==> src/rtl/rst_seq_sys.sv <==
// Reset sequencer: synchronises the board button and clock-lock inputs, debounces the
// button, then releases the peripheral reset followed later by the core reset.
module rst_seq_sys #(
  parameter int SYNC_STAGES     = 2,
  parameter int DEBOUNCE_CYCLES = 1250000,
  parameter int HOLD_CYCLES     = 16,
  parameter int STAGGER_CYCLES  = 8
) (
  input  logic       clk_sys,
  input  logic       rst_sys,
  input  logic       ext_rst_ni,
  input  logic       lock_i,
  input  logic       sw_rst_req_i,
  output logic       rst_periph_no,
  output logic       rst_core_no,
  output logic [1:0] rst_cause_o
);

  localparam int DEB_W   = $clog2(DEBOUNCE_CYCLES + 1);
  localparam int SEQ_MAX = (HOLD_CYCLES > STAGGER_CYCLES) ? HOLD_CYCLES : STAGGER_CYCLES;
  localparam int SEQ_W   = $clog2(SEQ_MAX + 1);

  localparam logic [DEB_W-1:0] DEB_LAST     = DEB_W'(DEBOUNCE_CYCLES - 1);
  localparam logic [SEQ_W-1:0] HOLD_LAST    = SEQ_W'(HOLD_CYCLES - 1);
  localparam logic [SEQ_W-1:0] STAGGER_LAST = SEQ_W'(STAGGER_CYCLES - 1);

  localparam logic [1:0] CAUSE_POR    = 2'b00;
  localparam logic [1:0] CAUSE_BUTTON = 2'b01;
  localparam logic [1:0] CAUSE_LOCK   = 2'b10;
  localparam logic [1:0] CAUSE_SW     = 2'b11;

  typedef enum logic [1:0] {
    RESET,
    HOLD,
    PERIPH_UP,
    RUN
  } state_t;

  logic [SYNC_STAGES-1:0] btn_sync;
  logic [SYNC_STAGES-1:0] lock_sync;
  logic                   btn_s;
  logic                   lock_s;
  logic                   btn_deb;
  logic [DEB_W-1:0]       deb_cnt;
  logic [SEQ_W-1:0]       seq_cnt;
  state_t                 state;
  logic                   req;
  logic [1:0]             req_cause;

  // Button sync stores the inverted level so its reset value reads as "pressed".
  always_ff @(posedge clk_sys or posedge rst_sys) begin
    if (rst_sys) begin
      btn_sync  <= '1;
      lock_sync <= '0;
    end else begin
      btn_sync  <= {btn_sync[SYNC_STAGES-2:0], ~ext_rst_ni};
      lock_sync <= {lock_sync[SYNC_STAGES-2:0], lock_i};
    end
  end

  assign btn_s  = btn_sync[SYNC_STAGES-1];
  assign lock_s = lock_sync[SYNC_STAGES-1];

  always_ff @(posedge clk_sys or posedge rst_sys) begin
    if (rst_sys) begin
      btn_deb <= 1'b1;
      deb_cnt <= '0;
    end else if (btn_s == btn_deb) begin
      deb_cnt <= '0;
    end else if (deb_cnt == DEB_LAST) begin
      btn_deb <= btn_s;
      deb_cnt <= '0;
    end else begin
      deb_cnt <= deb_cnt + 1'b1;
    end
  end

  assign req = ~lock_s | btn_deb | sw_rst_req_i;

  always_comb begin
    req_cause = CAUSE_SW;
    if (~lock_s) begin
      req_cause = CAUSE_LOCK;
    end else if (btn_deb) begin
      req_cause = CAUSE_BUTTON;
    end
  end

  // Requests win over sequence advancement; the cause is latched only on entry to RESET.
  always_ff @(posedge clk_sys or posedge rst_sys) begin
    if (rst_sys) begin
      state         <= RESET;
      seq_cnt       <= '0;
      rst_periph_no <= 1'b0;
      rst_core_no   <= 1'b0;
      rst_cause_o   <= CAUSE_POR;
    end else if (state == RESET) begin
      rst_periph_no <= 1'b0;
      rst_core_no   <= 1'b0;
      seq_cnt       <= '0;
      if (!req) begin
        state <= HOLD;
      end
    end else if (req) begin
      state         <= RESET;
      seq_cnt       <= '0;
      rst_periph_no <= 1'b0;
      rst_core_no   <= 1'b0;
      rst_cause_o   <= req_cause;
    end else begin
      case (state)
        HOLD: begin
          if (seq_cnt == HOLD_LAST) begin
            state         <= PERIPH_UP;
            rst_periph_no <= 1'b1;
            seq_cnt       <= '0;
          end else begin
            seq_cnt <= seq_cnt + 1'b1;
          end
        end
        PERIPH_UP: begin
          if (seq_cnt == STAGGER_LAST) begin
            state       <= RUN;
            rst_core_no <= 1'b1;
            seq_cnt     <= '0;
          end else begin
            seq_cnt <= seq_cnt + 1'b1;
          end
        end
        default: begin
          seq_cnt <= '0;
        end
      endcase
    end
  end

endmodule

==> config.mk <==
export PLATFORM = sky130hd
export DESIGN_NAME = rst_seq_sys
export DESIGN_NICKNAME = d
export VERILOG_FILES = /design/src/rtl/rst_seq_sys.sv
export SDC_FILE = /design/constraint.sdc
export NUM_CORES = 1
export LEC_CHECK = 0
export ABC_AREA = 1
export ABC_CLOCK_PERIOD_IN_PS = 2550
export BUFFER_PORTS_ARGS = -buffer_cell sky130_fd_sc_hd__buf_4
export CORE_ASPECT_RATIO = 1.4
export CORE_UTILIZATION = 64
export DETAILED_ROUTE_END_ITERATION = 16
export PLACE_DENSITY = 0.82
export SYNTH_ARGS = -nofsm -noshare
export SYNTH_HDL_FRONTEND = slang
export SYNTH_SLANG_ARGS = --single-unit
==> constraint.sdc <==
create_clock -name clk_sys -period 2.55 [get_ports clk_sys]
set_clock_uncertainty 0.2 [all_clocks]
set_input_delay 0.1275 -clock clk_sys [delete_from_list [all_inputs] [get_ports clk_sys]]
set_output_delay 0.1275 -clock clk_sys [all_outputs]
set_load 0.03 [all_outputs]
==> flow_summary_export.csv <==
group,metric,value,unit
status,status,"finished, final reports clean",
layout,area_growth,11.9,%
synth,synth_top_family_by_area,"simple AND/OR/NAND/NOR gates",
synth,synth-seq-area-share,47.1,%
synth,synth_commonest_cells,"52 x nor2_1, 51 x nand2_1, 34 x dfrtp_1",
setup_path,crit_chain,"ha_1 -> nand2_1 -> nor2_1 -> ha_1 -> nor2_1 -> nor2_1 -> nand2_1 -> nand2_1 -> nand2_1 -> nand2_1 -> o21ai_1",
cts,htreeDepth,2,
global_route,antenna_found_initial,0,
timing,clock.fmax,543,MHz
timing,setup_slack,0.707,ns
synth,synth_nets,256,
synth,synthAdderAreaFrac,4.44,%
timing,timing.final.max_slew_violations,0,
placement,gp_congestion,0.929,
drt,wire_per_inst,12.2,um
layout,drive_gt1_share,16.3,%
synth,synth-simple-area-share,31.4,%
timing,slew_headroom,69.9,%
synth,synth_top_area_share,43.1,%
synth,synth.area.mux_share,0,%
drt,first_iter_violations,34,
synth,ys_ff_latch,37,
job,drv_cap,0,
timing,tns,0,ns
layout,fin_cells,301,
cts,ctsHoldBuffers,3,
floorplan,ios,9,
placement,hpwl,2800,um
setup_path,cp.required,2.57,ns
placement,port-buffer-count,8,
floorplan,coreArea,2910,um^2
floorplan,die-area,3310,um^2
setup_path,slowest_stage,"dfrtp_1",
power_and_ir_drop,p_leak,0.968,nW
cts,cts_setup_buffers,0,
synth,yosys-top-cells-area,"dfrtp_1 43%, nor2_1 9.9%, nand2_1 9.7%, inv_1 5.5%, xor2_1 5.3%",
cts,clock-sinks,37,
timing,worstMarginPinSlew,0.452,ns
global_route,grt_pass1_wl,6170,um
synth,synth.distinct_cells,26,
power_and_ir_drop,total_power,1.32,mW
synth,yosys_warnings,0,
synth,synth_area_leader_cell,"dfrtp_1",
timing,period_minus_slack,1.84,ns
floorplan,die_h,67.7,um
cts,cts_buffers,5,
worst_hold_path,hold_class,"input port to register",
floorplan,die_w,48.9,um
cts,clk_pin_slew,0.07,ns
drt,viasPerCell,5.10,
synth,synthXorXnorAreaFrac,6.66,%
floorplan,start_util,67.9,%
setup_path,reg2reg_slack,0.71,ns
cts,cts-root-buf,"clkbuf_8",
drt,vias,1535,
synth,synth_compound_area_share,3.80,%
synth,synthFlopType,"dfrtp_1",
floorplan,rows,23,
drt,drt_wl_total,3670,um
setup_path,slowest_delay,0.40,ns
power_and_ir_drop,p_per_area,599,nW/um^2
drt,ant_nets,0,
global_route,grt_max_degree,38,
synth,yosysMostFrequentCell,"nor2_1",
power_and_ir_drop,irDropWorstVdd,0.340,mV
synth,synth_area_per_cell,8.09,um^2
cts,cts_tree,"yes",
setup_path,crit_fanout,4,
layout,nNetsFinal,275,
setup_path,startpoint_type,"register",
synth,synth_cells,244,
synth,synth_area,1970,um^2
global_route,grt_pass1_vias,1445,
synth,synth-edff-count,0,
timing,setup_viol,0,
placement,dp_slack,0.715,ns
cts,clk_latency,0.28,ns
timing,hold_viol_final,0,
drt,drc,0,
setup_path,crit_path_end_kind,"register",
layout,n_antenna_cell,0,
timing,grt_setup_unrepaired,"no",
setup_path,crit_type,"register to register",
setup_path,path_common_cell,"nand2_1",
cts,cts_resized,0,
cts,cts_max_path_buffers,2,
setup_path,cp.arrival,1.86,ns
drt,first_pass_iters,4,
placement,dpl.cell_count,290,
global_route,grt_use_total,25.6,%
timing,fin_crit_sh,72.3,%
synth,async_flop_share,100,%
global_route,grt-ovfl-total,0,
timing,holdWs,0.0632,ns
-- layout by cell type (no fill, tap or decap), types with 3 or more instances in the layout --
cell type | netlist | routed
nor2_1 | 52 | 52
nor2_2 | 9 | 9
dfstp_2 | 3 | 3
a21oi_1 | 5 | 5
o21ai_1 | 5 | 5
inv_2 | 4 | 4
nor2_4 | 4 | 4
nand2_1 | 51 | 51
clkbuf_8 | 0 | 6
dfrtp_1 | 34 | 34
nand3_1 | 9 | 9
inv_1 | 29 | 29
dlygate4sd3_1 | 0 | 3
xor2_1 | 12 | 12
nand2_2 | 3 | 3
ha_1 | 7 | 7
nor3_1 | 3 | 3
xnor2_1 | 3 | 3
buf_4 | 0 | 9
-- layer usage --
metal | share of wire (%) | vias to the layer above | GRT usage, %
met2 | 53 | 28 | 48.4
met3 | 3.1 | 5 | 5.41
li1 | - | 785 | -
met1 | 42 | 717 | 28.3
met4 | 1.1 | 0 | 8.82
met5 | 0 | - | 0
-- cells by family after synthesis --
group	after synthesis
compound gates	14
flops	37
xor+xnor	15
simple gates	137
buf+inv	34
fa+ha+maj	7
-- cell type report --
type	instances	area [um^2]
Fill cell	215	699
Multi-Input combinational cell	173	913
Sequential cell	37	930
Inverter	34	130
Timing Repair Buffer	12	97.6
Tap cell	37	46.3
Clock buffer	8	90.1
-- path summary, 6_finish.rpt --
path | start | endpoint | depth (start not counted)
setup / recovery | seq_cnt[0]$_DFF_PP0_ | state[0]$_DFFE_PP0P_ | 11
hold / removal | sw_rst_req_i | rst_core_no$_DFFE_PP0P_ | 5
setup reg to reg | seq_cnt[0]$_DFF_PP0_ | state[0]$_DFFE_PP0P_ | 11
hold reg to reg | btn_sync[0]$_DFF_PP1_ | btn_sync[1]$_DFF_PP1_ | 0
max in group asynchronous | rst_sys | btn_sync[0]$_DFF_PP1_ | 4
min in group asynchronous | rst_sys | deb_cnt[0]$_DFF_PP0_ | 4
-- worst max-delay path, delay by kind of cell, from the launching register on --
kind | cells | cell delay [ns]
and+or+nand+nor | 8 | 0.71
DFF | 1 | 0.40
adders and majority gates | 2 | 0.40
AOI/OAI and AO/OA | 1 | 0.07
-- state kept, by name, summed over array words and instances, names as in the netlist --
signal	flops
rst_core_no	1
btn_deb	1
btn_sync	2
deb_cnt	21
rst_cause_o	2
lock_sync	2
seq_cnt	5
state	2
rst_periph_no	1
-- report_power, final --
group / leakage, nW / internal (mW) / switching, mW / total, mW
clock network: 0.0455 / 0.220 / 0.189 / 0.409
registers: 0.490 / 0.621 / 0.0236 / 0.644
logic: 0.433 / 0.0923 / 0.176 / 0.268
total: 0.968 / 0.933 / 0.389 / 1.32
-- metrics by stage --
stage | util, % | area [um^2]
after floorplan | - | 1970
after global placement | 71.8 | 2090
after detailed placement | 71.8 | 2090
after CTS | 75.9 | 2210
after global routing | 75.9 | 2210
final | 75.9 | 2210
(Power assumes the default switching activity.)
